===== config.mk =====
export PLATFORM = sky130hd
export DESIGN_NAME = reaction_round_controller
export DESIGN_NICKNAME = d
export VERILOG_FILES = /design/src/rtl/reaction_pkg.sv /design/src/rtl/bcd_counter_3.sv /design/src/rtl/reaction_round_controller.sv
export SDC_FILE = /design/constraint.sdc
export NUM_CORES = 1
export LEC_CHECK = 0
export CAP_MARGIN = 20
export CORE_ASPECT_RATIO = 2
export CORE_UTILIZATION = 50
export CTS_CLUSTER_DIAMETER = 150
export DETAILED_ROUTE_END_ITERATION = 6
export PLACE_DENSITY_LB_ADDON = 0.1
export SYNTH_ARGS = -nofsm -noshare
export SYNTH_HDL_FRONTEND = slang
export SYNTH_SLANG_ARGS = --single-unit
export TNS_END_PERCENT = 1

===== constraint.sdc =====
create_clock -name clk -period 2.2 [get_ports clk]
set_clock_uncertainty 0.1 [all_clocks]
set_input_delay 0.33 -clock clk [delete_from_list [all_inputs] [get_ports clk]]
set_output_delay 0.33 -clock clk [all_outputs]
set_load 0.02 [all_outputs]

===== src/rtl/reaction_pkg.sv =====
// reaction_pkg
// Shared definitions for the reaction-time game controller.
//   - state_e    : FSM state codes, numerically identical to the HEX5 display codes
//   - DIGIT_W    : width of one BCD digit
//   - BEST_INIT  : best-score value at the start of every game (BCD 999)
//   - LFSR_SEED  : power-up value of the random-delay LFSR
//   - lfsr_next  : one step of the 11-bit Fibonacci LFSR (x^11 + x^9 + 1)
package reaction_pkg;

  typedef enum logic [3:0] {
    ST_IDLE   = 4'd0,
    ST_WAIT   = 4'd1,
    ST_TIMING = 4'd2,
    ST_SHOW   = 4'd3,
    ST_BEST   = 4'd4,
    ST_FAULT  = 4'd5
  } state_e;

  localparam int          DIGIT_W   = 4;
  localparam logic [11:0] BEST_INIT = 12'h999;
  localparam logic [10:0] LFSR_SEED = 11'h5A5;

  // Shift left, feed back bit10 ^ bit8; a non-zero state never maps to zero.
  function automatic logic [10:0] lfsr_next(input logic [10:0] v);
    return {v[9:0], v[10] ^ v[8]};
  endfunction

endpackage


===== src/rtl/bcd_counter_3.sv =====
// bcd_counter_3
// Three-digit BCD up-counter that sticks at 999.
// Ports:
//   clk    - system clock
//   reset  - asynchronous active-low reset, clears the count to 000
//   clr_i  - synchronous clear to 000 (wins over inc_i)
//   inc_i  - add one, with decimal ripple carry between digits
//   d2_o   - hundreds digit
//   d1_o   - tens digit
//   d0_o   - units digit
//   sat_o  - high while the count is 999
module bcd_counter_3
  import reaction_pkg::*;
(
  input  logic               clk,
  input  logic               reset,
  input  logic               clr_i,
  input  logic               inc_i,
  output logic [DIGIT_W-1:0] d2_o,
  output logic [DIGIT_W-1:0] d1_o,
  output logic [DIGIT_W-1:0] d0_o,
  output logic               sat_o
);

  logic [DIGIT_W-1:0] d2_q, d1_q, d0_q;
  logic [DIGIT_W-1:0] d2_d, d1_d, d0_d;

  assign sat_o = (d2_q == 4'd9) && (d1_q == 4'd9) && (d0_q == 4'd9);

  // Increments are dropped once saturated, so the hundreds digit never wraps.
  always_comb begin
    d2_d = d2_q;
    d1_d = d1_q;
    d0_d = d0_q;
    if (clr_i) begin
      d2_d = '0;
      d1_d = '0;
      d0_d = '0;
    end else if (inc_i && !sat_o) begin
      if (d0_q == 4'd9) begin
        d0_d = '0;
        if (d1_q == 4'd9) begin
          d1_d = '0;
          d2_d = d2_q + 4'd1;
        end else begin
          d1_d = d1_q + 4'd1;
        end
      end else begin
        d0_d = d0_q + 4'd1;
      end
    end
  end

  always_ff @(posedge clk or negedge reset) begin
    if (!reset) begin
      d2_q <= '0;
      d1_q <= '0;
      d0_q <= '0;
    end else begin
      d2_q <= d2_d;
      d1_q <= d1_d;
      d0_q <= d0_d;
    end
  end

  assign d2_o = d2_q;
  assign d1_o = d1_q;
  assign d0_o = d0_q;

endmodule


===== src/rtl/reaction_round_controller.sv =====
// reaction_round_controller
// Multi-round reaction-time game sequencer: IDLE -> WAIT (random delay) ->
// TIMING (stimulus lamp, ms counter) -> SHOW (score) -> next round or BEST.
// A react press during WAIT is a false start and goes through FAULT.
// Ports:
//   clk, reset            - system clock, asynchronous active-low reset
//   key_start_n           - raw start button, active-low
//   key_react_n           - raw react button, active-low
//   state_code            - current state (0 IDLE .. 5 FAULT) for HEX5
//   stim_led              - stimulus lamp, lit only in TIMING
//   false_start           - high while in FAULT
//   score_d2/d1/d0        - last reaction time, BCD ms
//   best_d2/d1/d0         - best time of the current game, BCD ms
//   score_valid           - one-cycle pulse on the first SHOW cycle
//   new_best              - high for the whole SHOW visit when best improved
//   round_idx             - current round, 0-based
module reaction_round_controller
  import reaction_pkg::*;
#(
  parameter int CLK_HZ       = 50000000,
  parameter int MIN_DELAY_MS = 1000,
  parameter int ROUNDS       = 3,
  parameter int SHOW_MS      = 2000,
  parameter int FAULT_MS     = 1000
) (
  input  logic       clk,
  input  logic       reset,
  input  logic       key_start_n,
  input  logic       key_react_n,
  output logic [3:0] state_code,
  output logic       stim_led,
  output logic       false_start,
  output logic [3:0] score_d2,
  output logic [3:0] score_d1,
  output logic [3:0] score_d0,
  output logic [3:0] best_d2,
  output logic [3:0] best_d1,
  output logic [3:0] best_d0,
  output logic       score_valid,
  output logic       new_best,
  output logic [1:0] round_idx
);

  localparam int TICK_DIV = CLK_HZ / 1000;
  localparam int PRESC_W  = (TICK_DIV > 1) ? $clog2(TICK_DIV) : 1;
  localparam int DELAY_W  = 16;
  localparam int HOLD_W   = 16;

  // Button synchronizers; flops idle high because the buttons are active-low.
  logic start_s1_q, start_s2_q, start_s3_q;
  logic react_s1_q, react_s2_q, react_s3_q;
  logic start_press, react_press, react_eff;

  always_ff @(posedge clk or negedge reset) begin
    if (!reset) begin
      start_s1_q <= 1'b1;
      start_s2_q <= 1'b1;
      start_s3_q <= 1'b1;
      react_s1_q <= 1'b1;
      react_s2_q <= 1'b1;
      react_s3_q <= 1'b1;
    end else begin
      start_s1_q <= key_start_n;
      start_s2_q <= start_s1_q;
      start_s3_q <= start_s2_q;
      react_s1_q <= key_react_n;
      react_s2_q <= react_s1_q;
      react_s3_q <= react_s2_q;
    end
  end

  // Falling edge of the synchronized level; start has priority over react.
  assign start_press = start_s3_q & ~start_s2_q;
  assign react_press = react_s3_q & ~react_s2_q;
  assign react_eff   = react_press & ~start_press;

  state_e               state_q, state_d;
  logic [1:0]           round_q, round_d;
  logic [DELAY_W-1:0]   delay_q, delay_d, fresh_delay;
  logic [HOLD_W-1:0]    hold_q, hold_d;
  logic [PRESC_W-1:0]   presc_q, presc_d;
  logic [11:0]          score_q, score_d;
  logic [11:0]          best_q, best_d;
  logic                 new_best_q, new_best_d;
  logic                 score_valid_q, score_valid_d;
  logic [10:0]          lfsr_q;
  logic                 tick;
  logic                 cnt_clr, cnt_inc, cnt_sat;
  logic [3:0]           cnt_d2, cnt_d1, cnt_d0;
  logic [11:0]          cnt_val;

  bcd_counter_3 u_counter (
    .clk   (clk),
    .reset (reset),
    .clr_i (cnt_clr),
    .inc_i (cnt_inc),
    .d2_o  (cnt_d2),
    .d1_o  (cnt_d1),
    .d0_o  (cnt_d0),
    .sat_o (cnt_sat)
  );

  assign cnt_val     = {cnt_d2, cnt_d1, cnt_d0};
  assign tick        = (presc_q == PRESC_W'(TICK_DIV - 1));
  assign fresh_delay = DELAY_W'(MIN_DELAY_MS) + DELAY_W'(lfsr_q);

  // Next-state logic. A WAIT delay of N ticks expires on the tick that would
  // take it to zero, so WAIT lasts exactly N*TICK_DIV cycles.
  always_comb begin
    state_d       = state_q;
    round_d       = round_q;
    delay_d       = delay_q;
    hold_d        = hold_q;
    score_d       = score_q;
    best_d        = best_q;
    new_best_d    = new_best_q;
    score_valid_d = 1'b0;
    cnt_clr       = 1'b0;
    cnt_inc       = 1'b0;

    case (state_q)
      ST_IDLE: begin
        if (start_press) begin
          state_d = ST_WAIT;
          round_d = 2'd0;
          delay_d = fresh_delay;
        end
      end

      ST_WAIT: begin
        if (react_eff) begin
          state_d = ST_FAULT;
        end else if (tick) begin
          if (delay_q <= DELAY_W'(1)) begin
            state_d = ST_TIMING;
            delay_d = '0;
            cnt_clr = 1'b1;
          end else begin
            delay_d = delay_q - DELAY_W'(1);
          end
        end
      end

      ST_TIMING: begin
        cnt_inc = tick;
        // The counter value is still pre-increment here, which is what a
        // press coinciding with a tick must record.
        if (react_eff || cnt_sat) begin
          state_d       = ST_SHOW;
          score_d       = cnt_val;
          score_valid_d = 1'b1;
          // Packed BCD orders the same way as the decimal value it encodes.
          if (cnt_val < best_q) begin
            best_d     = cnt_val;
            new_best_d = 1'b1;
          end else begin
            new_best_d = 1'b0;
          end
        end
      end

      ST_SHOW: begin
        if (start_press || (tick && (hold_q == HOLD_W'(SHOW_MS - 1)))) begin
          new_best_d = 1'b0;
          if (round_q < 2'(ROUNDS - 1)) begin
            state_d = ST_WAIT;
            round_d = round_q + 2'd1;
            delay_d = fresh_delay;
          end else begin
            state_d = ST_BEST;
          end
        end else if (tick) begin
          hold_d = hold_q + HOLD_W'(1);
        end
      end

      ST_BEST: begin
        if (start_press) begin
          state_d = ST_IDLE;
          best_d  = BEST_INIT;
          round_d = 2'd0;
        end
      end

      ST_FAULT: begin
        if (tick) begin
          if (hold_q == HOLD_W'(FAULT_MS - 1)) begin
            state_d = ST_WAIT;
            delay_d = fresh_delay;
          end else begin
            hold_d = hold_q + HOLD_W'(1);
          end
        end
      end

      default: begin
        state_d = ST_IDLE;
      end
    endcase

    // Every state entry restarts the hold counter.
    if (state_d != state_q) begin
      hold_d = '0;
    end
  end

  // Prescaler restarts on each state entry so the first tick of a state
  // arrives TICK_DIV cycles after entering it.
  always_comb begin
    presc_d = presc_q + PRESC_W'(1);
    if ((state_d != state_q) || tick) begin
      presc_d = '0;
    end
  end

  always_ff @(posedge clk or negedge reset) begin
    if (!reset) begin
      state_q       <= ST_IDLE;
      round_q       <= 2'd0;
      delay_q       <= '0;
      hold_q        <= '0;
      presc_q       <= '0;
      score_q       <= 12'h000;
      best_q        <= BEST_INIT;
      new_best_q    <= 1'b0;
      score_valid_q <= 1'b0;
      lfsr_q        <= LFSR_SEED;
    end else begin
      state_q       <= state_d;
      round_q       <= round_d;
      delay_q       <= delay_d;
      hold_q        <= hold_d;
      presc_q       <= presc_d;
      score_q       <= score_d;
      best_q        <= best_d;
      new_best_q    <= new_best_d;
      score_valid_q <= score_valid_d;
      lfsr_q        <= lfsr_next(lfsr_q);
    end
  end

  assign state_code  = state_q;
  assign stim_led    = (state_q == ST_TIMING);
  assign false_start = (state_q == ST_FAULT);
  assign score_d2    = score_q[11:8];
  assign score_d1    = score_q[7:4];
  assign score_d0    = score_q[3:0];
  assign best_d2     = best_q[11:8];
  assign best_d1     = best_q[7:4];
  assign best_d0     = best_q[3:0];
  assign score_valid = score_valid_q;
  assign new_best    = new_best_q;
  assign round_idx   = round_q;

endmodule


==> After elaboration in Yosys (flattened, before gate mapping) <==
Index checks and enable logic that the tools add are counted.
{ "totals": {"reg_bits": 109, "mem_bits_ro": 0, "out_inout_bits": 34, "latchBits": 0, "ram_bits": 0, "mem_count": 0, "word_cells": 147, "inputBits": 4} }
{ "op_classes": {"n_shift": 0, "n_addsub": 8, "reduce_logical": 26, "muxes": 57, "n_lt_le_gt_ge": 3, "n_eq_ne": 27, "multipliers": 0, "div": 0, "n_bitwise": 7} }
{ "op_table": {"columns": ["operator", "n"], "rows": [
  ["two-way mux 16 bit", 14],
  ["two-way mux 4 bit", 20],
  ["case mux 16 bit (4 select lines)", 1],
  ["two-way mux 12 bit", 3],
  ["adder 16 x 1 -> 16 bit (second input constant)", 2],
  ["case mux 16 bit (2 select lines)", 1],
  ["case mux 12 bit (2 select lines)", 1],
  ["case mux 4 bit (6 select lines)", 1],
  ["== test 16 x 10 -> 1 bit (second input constant)", 1],
  ["== test 16 x 11 -> 1 bit (second input constant)", 1],
  ["== test 16 bit (second input constant)", 1],
  ["less-or-equal comparator 16 x 1 -> 1 bit (second input constant)", 1],
  ["subtractor 16 x 1 -> 16 bit (second input constant)", 1],
  ["adder 10 x 11 -> 12 bit (first input constant)", 1],
  ["adder 4 x 1 -> 4 bit (second input constant)", 3],
  ["== test 4 bit (second input constant)", 3],
  ["less-than comparator 12 bit", 1],
  ["inequality test 2 bit (second input constant)", 6],
  ["nonzero test 2 bit", 6],
  ["two-way mux 1 bit", 10],
  ["inequality test 2 x 1 -> 1 bit (second input constant)", 5],
  ["== test 4 x 2 -> 1 bit (second input constant)", 2],
  ["== test 4 x 3 -> 1 bit (second input constant)", 2],
  ["AND reduction 4 bit", 2],
  ["25 further kinds", 39]
]} }

==> Logic depth before layout (Yosys ltp) <==
{ "logic_depth": {"ltp_word": 10, "ltp_mapped": 10, "depth_no_buf": 8} }

==> By module <==
Synthesis repeated with hierarchy kept, for this count alone.
{ "unflattened": {"cells_unflattened": 589, "area_unflattened_um2": 6251.0} }
{ "modules_own_cells": {"columns": ["module", "area_each_um2", "seq_area_each_um2", "cells_per_inst", "instances"], "rows": [
  ["reaction_round_controller", 5459.0, 2449.8, 510, 1],
  ["bcd_counter_3", 792.0, 300.3, 79, 1]
]} }

==> Least setup slack after synthesis <==
Ideal clock, no wire load.
{ "synth_path": {"path_type": "register -> register", "start": "reg state_q[1] (netlist: state_code[1])", "end": "reg delay_q[10]", "synth_period_minus_slack_ps": 2423, "n_path_buf": 2, "required_ps": 1966, "path_slack_ps": -223, "stages_incl_launch_ff": 8, "setup_ps": 134, "arrival_ps": 2188, "path_cell_list": "dfrtp_1 or2_2 nor2_1 nor2_1 o2111ai_1 clkbuf_1 clkbuf_1 o21ai_0"} }
{ "synth_between": {"elab_chain_len": 3, "elab_cells_between_ends": 14, "cone_classes": "eq/ne: 10; mux: 1; reduce/logical: 3"} }
{ "synth_rtl": {"columns": ["item", "line_no", "source"], "rows": [
  ["start, declared", "reaction_round_controller.sv:77", "state_e state_q, state_d;"],
  ["start signal, assigned", "reaction_round_controller.sv:229", "state_q <= state_d;"],
  ["== test 4 x 3 -> 1 bit (*)", null, null],
  ["net false_start", "reaction_round_controller.sv:32", "output logic false_start,"],
  ["inequality test 2 x 1 -> 1 bit (no source line) or nonzero test 4 bit (tied branches)", null, null],
  ["AND reduction 8 bit (no source line)", null, null],
  ["end signal, assigned", "reaction_round_controller.sv:231", "delay_q <= delay_d;"],
  ["end, declared", "reaction_round_controller.sv:79", "logic [DELAY_W-1:0] delay_q, delay_d, fresh_delay;"]
]} }
The timed path passes the listed nets; every way through them passes the cells marked *.
A chain may end at the register's enable or synchronous reset.

==> Worst setup path in the final report <==
{ "layout_path": {"start": "reg delay_q[10]", "end": "reg delay_q[11]"} }
{ "layout_between": {"elab_chain_len": 5, "elab_cells_between_ends": 6, "cone_classes": "add/sub: 1; order compare: 1; mux: 4"} }
{ "layout_rtl": {"columns": ["item", "line_no", "source"], "rows": [
  ["subtractor 16 x 1 -> 16 bit or less-or-equal comparator 16 x 1 -> 1 bit (tied branches)", "reaction_round_controller.sv:139, reaction_round_controller.sv:134", null],
  ["two-way mux 16 bit (*)", "reaction_round_controller.sv:134", "if (delay_q <= DELAY_W'(1)) begin"],
  ["two-way mux 16 bit (*)", "reaction_round_controller.sv:133", "end else if (tick) begin"],
  ["two-way mux 16 bit (*)", "reaction_round_controller.sv:131", "if (react_eff) begin"],
  ["case mux 16 bit (4 select lines) (*)", "reaction_round_controller.sv:121", "case (state_q)"]
]} }
Every way passes the cells marked *; elsewhere a longest branch is shown, timed or not. The select of a mux whose other input is x is not followed.

==> results by group <==
Detailed routing
  • Residual DRC: 0
  • Avg WL per Cell: 16.7 µm
  • Detailed Route Iter0 Violations: 205
  • DR vias/cell: 5.63
  • Post-route ant nets: 0
  • TritonRoute pass-1 iters: 5
  • Final WL: 15100 µm
  • Vias post-DR: 5098

Yosys
  • Number of synthesized flops with an enable pin: 0
  • Synthesized cell area: 0.00574 mm²
  • Post-synth cell types: 68
  • Syn_nets: 628
  • Primary FF master, synth: dfrtp_1
  • #FFs+latches synth: 109
  • Async SR Flop Fraction: 100%
  • Synth Warn #: 0
  • Post-synthesis sequential area ratio: 47.9%
  • Post-Synthesis Cells: 602
  • Mean Syn Cell Area: 9.54 µm²

Critical path
  • Critical path's top delay family: simple AND/OR/NAND/NOR gates
  • Crit path cell chain: or4_4, or3_4, buf_4, o21ai_4, buf_4, a21oi_1, o21ai_0, o21ai_0
  • Crit. path cell count: 8
  • WP data required: 2.33 ns
  • R2R cell count: 8
  • Crit path largest cell delay: 0.54 ns
  • Critical path capture point type: flop
  • Startpoint types: flop
  • CP Max Fanout: 7
  • Slowest CP cell: or4_4
  • Crit path DAT: 2.43 ns
  • Buffer and inverter count on the worst path: 2
  • Critical path class: flop to flop

Placement
  • Place WS: -0.240 ns
  • DP Area: 0.00718 mm²
  • PortBufs: 37
  • Placer Congestion: 0.890
  • Placed Cells: 886
  • DP Wirelength: 11400 µm

Die
  • Starting Density: 51.2%
  • Die Y-Extent: 154 µm
  • Die area: 0.0119 mm²
  • Core area: 0.0112 mm²
  • Die width: 77.8 µm
  • Num rows: 55
  • Total I/O pin count: 38

Clock network
  • Clock latency on the worst-skew pair: 0.35 ns
  • Clock-pin slew on the worst setup and hold paths: 0.07 ns
  • TritonCTS clock tree: done
  • CTS root buffer: clkbuf_16
  • Number of buffers created by CTS: 9
  • Clock Tree Buf Depth: 2
  • Number of H-tree levels: 3
  • Clock tree sinks: 109

Final layout
  • Layout Cells excl Fill: 905
  • Final std cell area, no fill: 0.00773 mm²
  • Layout area overhead: 34.6%
  • Share of post-route cells with drive strength above 1: 29.2%
  • Final nets: 784
  • Fill cell count: 893
  • Ant diodes: 0

Job
  • Max Cap Viol: 0

Global routing
  • First-pass GRT wire length: 24700 µm
  • Total track usage: 26.9%
  • Largest net degree at the start of global routing: 42
  • GRT overflow: 0
  • Initial antenna violation count: 0
  • Vias in the first global route: 5230

Power and ir drop
  • Peak VDD IR: 0.000627 V
  • Pwr Total: 4.56 mW
  • Leakage: 3.50 nW
  • Cell area power density: 591 mW/mm²

STA
  • Min Tclk post-route: 2.30 ns
  • Pins Over Slew Limit: 0
  • Final worst slack: -0.104 ns
  • Peak Freq: 434 MHz
  • Final hold vios: 0
  • Setup violators final: 60
  • RSZ-0062 raised after global routing: yes
  • Final period util: 105%
  • Least-Margin Pin Slew: 0.581 ns
  • Rel. slew slack: 61.3%

Min path
  • Worst Hold Class: flop to flop
  • Hold path cells: 0

Run status
  • Failing checks: negative setup slack
  • Status: complete, but fails checks
## sequential cells by signal, indices dropped and copies added, names as in the netlist
signal	flops
u_counter.d1_o	4
start_s3_q	1
react_s2_q	1
hold_q	16
best_q	12
score_valid	1
react_s1_q	1
react_s3_q	1
new_best	1
start_s1_q	1
lfsr_q	11
round_idx	2
presc_q	16
score_q	12
delay_q	16
start_s2_q	1
state_code	4
u_counter.d0_o	4
u_counter.d2_o	4
## synth_stat cells, types with 2 or more instances
master	count	share of area [%]
and2_1	7	0.76
mux2i_1	3	0.52
nor3b_1	6	0.78
dfstp_2	18	8.2
nor4bb_1	5	0.87
o31ai_1	3	0.39
a21oi_1	29	2.5
nand3b_1	3	0.39
nand3_1	16	1.4
and3_1	11	1.2
and4b_1	2	0.35
a211oi_1	3	0.39
inv_1	23	1.5
a2bb2oi_1	5	0.76
o21ai_0	39	3.4
or3_1	5	0.54
buf_4	2	0.26
o22ai_1	3	0.33
or4b_1	2	0.35
a22o_1	5	0.76
a21o_1	4	0.52
xnor2_1	26	4.0
mux2_2	2	0.39
nor4_1	9	0.98
nand2b_1	4	0.44
nor2b_1	2	0.22
a211o_1	2	0.31
nand4_1	14	1.5
nor2_1	77	5.0
or4_1	2	0.26
xor2_1	11	1.7
a221oi_1	3	0.46
dfrtp_1	91	40
nor3_1	28	2.4
nand2_1	60	3.9
clkbuf_1	11	0.72
o21ai_1	2	0.17
buf_2	5	0.44
nor4b_1	3	0.46
a32oi_1	3	0.46
ha_1	22	4.8
buf_6	5	0.98
## cells in the final DEF (no fill, tap or decap), types with 3 or more instances in the layout
cell             instances
nor4_1                   7
nor3b_1                  5
nand3b_1                 3
nor2_1                  71
a22o_1                   5
xnor2_1                 26
inv_1                   20
buf_4                  123
a2bb2oi_1                5
inv_2                    3
a21oi_2                  3
and2_1                   6
o21ai_0                 28
nand2b_1                 3
o21ai_1                 10
xor2_1                  10
mux2i_1                  3
nor4bb_1                 3
o21ai_2                  3
a21o_1                   4
o31ai_1                  3
ha_1                    20
nand2_1                 60
or3_1                    3
nor3_1                  26
a21oi_1                 26
and3_1                  11
dfrtp_1                 89
a32oi_1                  3
dfstp_2                 18
nand4_1                 14
clkdlybuf4s50_1         34
clkbuf_16                9
nor2_2                   5
nand3_1                 15
buf_12                   4
buf_6                    5
## what timing repair did
action / CTS / global route
hold buffers: 1 / 0
buffers inserted: 1 / 1
gates resized for setup: 38 / 31
hold endpoints to repair: 37 / 0
setup endpoints to repair: 85 / 85
pin swaps: 9 / 8
## power by group
group,switching (mW),leakage (nW),internal [mW]
Sequential,0.0634,1.43,2.11
Clock,0.737,0.142,0.917
Combinational,0.398,1.93,0.342
## cell type report
class	instances	area (µm²)	area share, %
well taps	142	178	2.30
repair buffers	169	1420	18.4
clock buffers	11	243	3.14
multi-input cells	445	2980	38.6
flip-flops and latches	109	2750	35.6
inverters	24	90.1	1.17
clock inverters	5	58.8	0.761
## layer usage
layer,wire (µm),track usage (%),vias up
li1,-,-,2445
met1,5160,25.3,2496
met4,798,15.5,0
met2,8800,52.6,108
met3,366,4.39,49
met5,0,0,-
## worst register-to-register path: stages (launching register included)
cell and delay (ns):
dfrtp_1 0.38, or4_4 0.54, or3_4 0.35, buf_4 0.16, o21ai_4 0.17, buf_4 0.17, a21oi_1 0.05, o21ai_0 0.15
o21ai_0 0.10
## per-stage QoR
stage | setup TNS (ns) | util, % | hold slack (ns)
6_report | -2.83 | 68.9 | 0.253
5_1_grt | -9.66 | 68.9 | 0.253
4_1_cts | -4.52 | 68.1 | 0.254
3_5_place_dp | -8.90 | 64.0 | 0.247
3_3_place_gp | -6.14 | 64.0 | 0.248
2_1_floorplan | -5.53 | - | -0.0656
## kinds of logic after synthesis
family | Yosys count | synth area share, %
AND/OR/NAND/NOR | 265 | 23.8
buffers and inverters | 48 | 4.03
other | 1 | 0.0653
XOR/XNOR | 37 | 5.65
AO/OA/AOI/OAI | 115 | 12.8
adder cells (fa/ha/maj) | 22 | 4.80
flip-flops | 109 | 47.9
multiplexers | 5 | 0.915
## final timing paths
| check | from | end | slack (ns) |
|---|---|---|---|
| hold / removal | start_s1_q | start_s2_q | 0.25 |
| setup / recovery | delay_q[10] | delay_q[11] | -0.10 |
| max in group asynchronous | reset | lfsr_q[10] | 0.91 |
| hold reg to reg | start_s1_q | start_s2_q | 0.25 |
| setup reg to reg | delay_q[10] | delay_q[11] | -0.10 |
| min in group asynchronous | reset | score_q[4] | 0.41 |
Power figures use the tool's default switching activity.
==> edit 1 (config.mk and constraints unchanged) <==
Take the reset off `hold_q` and load it in a clocked block of its own.
--- a/src/rtl/reaction_round_controller.sv
+++ b/src/rtl/reaction_round_controller.sv
@@ -220,3 +220,2 @@
       delay_q       <= '0;
-      hold_q        <= '0;
       presc_q       <= '0;
@@ -231,3 +230,2 @@
       delay_q       <= delay_d;
-      hold_q        <= hold_d;
       presc_q       <= presc_d;
@@ -239,2 +237,6 @@
     end
+  end
+
+  always_ff @(posedge clk) begin
+    hold_q <= hold_d;
   end
Function: same outputs for any inputs over 10 cycles, from zero or initial values and one cycle with reset low; that may be too few to reach the edited logic, so the function may still have changed.
==> edit 1 against the original RTL <==
  * The flow still finishes with violations (setup timing)
  * Critical path depth increased by 1
  * Total power increased by 3.7%
  * Die area increased by 0.83%
  * Via count increased by 3.2%
  * Critical path type unchanged
  * Worst setup slack got worse by 0.10 ns
  * Area after synthesis increased by 0.85%
  * Largest cell class unchanged
  * Design area increased by 4.1%
  * Fmax decreased by 4.3%
  * Sequential cell count unchanged
  * Count of clock-buffer cells in the layout decreased by 2
  * Wire length increased by 5.6%
  * Core utilization increased by 2.4 points
==> edit 1: results (changes against the original RTL) <==
Lkg Pwr 3.49 nW (-0.19%); Logic power comb 0.835 mW (+13%); Post-DP Area 7260 µm² (+1.1%); met3 Use GR 0.0383 (-0.00557); top cells by count, synth dfrtp_1, nand2_1, nor3_1, nand3_1, o21ai_0; Worst-Margin Slew 0.517 ns (-0.0643 ns); pre-CTS setup slack -0.262 ns (-0.0213 ns); clock slew at reported path FFs 0.07 ns (about the same); WL final 16.0 mm (+5.6%); worst-path fanout max 16 (+9); asr flop ratio synth 0.853 (-0.147); DPL Wire Length 11.4 mm (+0.40%); post-synth cell types 72 (+5.9%); grt met2 use 0.555 (+0.0292); first-pass GRT wire length 26.3 mm (+6.6%); status finished with violations; CTS Buf Count 9 (unchanged); fill count 836 (-6.4%); Final WS setup -0.207 ns (-0.103 ns); Final Wtd Congestion 0.925 (+3.9%); failing checks setup timing; # port buffers 37 (unchanged); GRT Total Usage 0.282 (+0.0126); Finish-stage setup viols 63 (+5.0%); Max rail drop VDD 0.513 mV (-18%); switching part of the total 0.260 (-0.00298); Seq/Total Area, Yosys 0.461 (-0.0179); layout net count 788 (+0.51%); layout cells sized above 1 0.330 (+0.0376); Via Count 5262 (+3.2%); met1 usage 0.273 (+0.0201); Root Buffer clkbuf_16; vias in the first global route 5511 (+5.4%); CP arrival 2.55 ns (+0.12 ns); Iter 0 DRT Violations 254 (+24%); Post-Syn Nets 620 (-1.3%); largest net degree at the start of global routing 39 (-7.1%); top post-synthesis cells by area dfrtp_1, dfstp_2, dfxtp_1, ha_1, nand2_1
## edit 1: what timing repair did
action	4_1_cts	5_1_grt
endpoints found under the setup margin	73	80
pin swaps	25	9
endpoints found under the hold margin	26	0
gates cloned	3	0
setup buffers	10	4
resized for setup	49	22
hold buffers	1	0
## edit 1: per-layer routing
| layer | vias to the layer above | routed length, µm |
|---|---|---|
| li1 | 2490 | - |
| met1 | 2594 | 5640 |
| met2 | 130 | 9210 |
| met3 | 48 | 376 |
| met4 | 0 | 742 |
| met5 | - | 0 |
## edit 1: per-stage QoR
stage | total power, mW | cells | setup TNS, ns
5_1_grt | 4.92 | 909 | -15.40
3_3_place_gp | 2.89 | 875 | -10.24
6_report | 4.73 | 909 | -8.32
4_1_cts | 4.75 | 905 | -9.48
2_1_floorplan | 2.55 | 594 | -15.76
3_5_place_dp | 2.91 | 875 | -13.29
## edit 1: worst paths after layout
| check | cells after the start | slack [ns] | startpoint | end |
|---|---|---|---|---|
| max in group asynchronous | 3 | 0.90 | reset | lfsr_q[0]$_DFF_PN1_ |
| max | 9 | -0.21 | presc_q[13]$_DFF_PN0_ | presc_q[15]$_DFF_PN0_ |
| min in group asynchronous | 2 | 0.36 | reset | delay_q[1]$_DFFE_PN0P_ |
| max reg2reg | 9 | -0.21 | presc_q[13]$_DFF_PN0_ | presc_q[15]$_DFF_PN0_ |
| min reg2reg | 0 | 0.26 | react_s1_q$_DFF_PN1_ | react_s2_q$_DFF_PN1_ |
| min | 0 | 0.26 | react_s1_q$_DFF_PN1_ | react_s2_q$_DFF_PN1_ |
## edit 1: cell families after synthesis
| kind of cell | Yosys count | share of synthesized area |
|---|---|---|
| and+or+nand+nor | 241 | 0.223 |
| AOI/OAI and AO/OA | 114 | 0.140 |
| DFF | 109 | 0.461 |
| buffers and inverters | 55 | 0.0424 |
| xor gates and xnor gates | 33 | 0.0499 |
| adders and majority gates | 22 | 0.0475 |
| muxes | 19 | 0.0354 |
| other | 1 | 0.000648 |
## edit 1: worst max-delay path, stage by stage (launching register included)
cell and delay (ns):
dfrtp_1 0.39, nor4bb_2 0.31, nand4_1 0.20, buf_4 0.20
nor4_4 0.28, o211ai_1 0.20, a31oi_4 0.27, buf_6 0.15
buf_16 0.14, nor3_1 0.06
## edit 1: final cells by class
type	instances	area, µm²	area share
clock buffers	9	225	0.0280
multi-input cells	430	3120	0.388
flip-flops and latches	109	2670	0.332
well taps	142	178	0.0221
inverters	25	93.8	0.0117
repair buffers	187	1660	0.206
clock inverters	7	97.6	0.0121
==> edit 2 (config.mk and constraints unchanged) <==
Without the edit above. Change the parameter `CLK_HZ` from 50000000 to 25000000.
--- a/src/rtl/reaction_round_controller.sv
+++ b/src/rtl/reaction_round_controller.sv
@@ -19,3 +19,3 @@
 #(
-  parameter int CLK_HZ       = 50000000,
+  parameter int CLK_HZ       = 25000000,
   parameter int MIN_DELAY_MS = 1000,
Check against the original RTL: no difference found for any inputs over 10 cycles, from zero or initial values and one cycle with reset low; that may be too few to reach the edited logic, so the function may still have changed.
==> edit 2 against the original RTL <==
  * The run still ends with setup timing left
  * Critical endpoint is now delay_q[12]$_DFFE_PN0P_
  * Total power down 5.7%
  * Critical path depth down 1
  * Area after synthesis down 2.0%
  * Design area down 1.2%
  * Largest cell class unchanged
  * Combinational power down 28%
  * Wire length down 3.1%
  * Die area down 1.9%
  * Worst setup slack worse by 0.36 ns
  * Sequential cell count down 1
==> edit 2: results (changes against the original RTL) <==
grt met2 use 0.524 (-0.00168); met1 usage 0.272 (+0.0192); failing checks setup timing; Worst-Margin Slew 0.785 ns (+0.204 ns); Final WS setup -0.464 ns (-0.360 ns); Clk. pwr 1.67 mW; TNS Setup -17.88 ns (-15.05 ns); switching part of the total 0.259 (-0.00419); Synth Register Bits 108 (-0.92%); TritonRoute pass-1 iters 4 (-1); Met3 Wirelength 357 µm (-2.5%); wl on met1 5.49 mm (+6.4%); area of the multi-input gates 2910 µm² (-2.6%); top post-synthesis cells by area dfrtp_1, dfstp_2, ha_1, nor2_1, nand2_1; Vias per Instance 5.58 (-0.87%); fill count 841 (-5.8%); layout net count 768 (-2.0%); Finish-stage setup viols 73 (+22%); clk_buf instances 9 (-2); met3 Use GR 0.0354 (-0.00848); layout cells sized above 1 0.299 (+0.00626); top cells by count, synth dfrtp_1, nor2_1, nand2_1, a21oi_1, o21ai_0; worst-skew pair later-pin latency 0.35 ns (about the same); CP top delay family simple AND/OR/NAND/NOR gates; non-clk buf share 0.188 (+0.00381); vias in the first global route 5409 (+3.4%); status finished with violations; multi-input gates 430 (-3.4%); htree depth 3 (unchanged); post-synth cell types 70 (+2.9%); Post-DP Area 7090 µm² (-1.3%); WL final 14.6 mm (-3.1%); Final Wtd Congestion 0.874 (-1.8%); GRT Total Usage 0.268 (-0.00153); asr flop ratio synth 1.00 (unchanged); fraction of area in registers 0.357 (+0.000762); Lkg Pwr 3.54 nW (+1.2%); number of diodes 0 (unchanged); Iter 0 DRT Violations 237 (+16%); Max rail drop VDD 0.402 mV (-36%); Clock buf/inv share 0.0401 (+0.00112); Largest regs delay_q: 16 flops, hold_q: 16 flops, presc_q: 15 flops; initial antenna violation count 0 (unchanged); largest net degree at the start of global routing 42 (unchanged); Seq/Total Area, Yosys 0.484 (+0.00525); Synth Warn # 0 (unchanged); CP arrival 2.79 ns (+0.36 ns); DPL Wire Length 10.9 mm (-4.5%); fraction of area in multi-input gates 0.380 (-0.00577); Seq. pwr 2.10 mW (-3%); met2 WL 8.41 mm (-4.4%); Hold WS 0.258 ns (+0.00453 ns); Slowest-stage cell, CP or4b_4; Syn Area/Cell 9.60 µm² (+0.69%); Post-Syn Nets 612 (-2.5%); CP max stage delay 0.60 ns (+0.06 ns); first-pass GRT wire length 24.8 mm (+0.48%)
edit 2: cell count changes in the layout (fill, tap and decap cells not counted), moves of 5 or more:
cell / change
a21oi_1: +7
nand3_1: +11
nand4_1: -6
nor2_1: -12
o21ai_0: -12
o21ai_2: +5
o22ai_1: +5
or3_1: +6
xnor2_1: -17
xor2_1: +10
edit 2: path summary, 6_finish.rpt:
check                                      start                      end  cells after the start
max                        presc_q[12]$_DFF_PN0_  delay_q[12]$_DFFE_PN0P_                      7
min                         start_s1_q$_DFF_PN1_     start_s2_q$_DFF_PN1_                      0
max reg2reg                presc_q[12]$_DFF_PN0_  delay_q[12]$_DFFE_PN0P_                      7
min reg2reg                 start_s1_q$_DFF_PN1_     start_s2_q$_DFF_PN1_                      0
max in group asynchronous                  reset      lfsr_q[7]$_DFF_PN1_                      3
min in group asynchronous                  reset   delay_q[4]$_DFFE_PN0P_                      2
edit 2: what timing repair did:
action / 4_1_cts / 5_1_grt
buffers inserted: 2 / 1
setup endpoints to repair: 86 / 84
resized for setup: 54 / 21
hold buffers: 1 / 0
cloned: 0 / 0
pin swaps: 15 / 19
hold endpoints to repair: 34 / 0
edit 2: cell families (layout without fill, tap and decap cells):
kind of cell	Yosys count	count (layout)	synth area share
simple gates	244	244	0.231
compound gates	128	128	0.145
flops	108	108	0.484
buf+inv	48	209	0.0342
xor+xnor	29	29	0.0451
fa+ha+maj	22	22	0.0489
mux	6	6	0.0111
other cells	1	1	0.000666
edit 2: per-stage QoR:
step,instances,power (mW),setup slack [ns]
global placement,867,2.58,-0.438
detailed placement,867,2.60,-0.574
global route,887,4.47,-0.514
floorplan,586,2.36,-0.418
CTS,886,4.30,-0.457
finish,887,4.30,-0.464
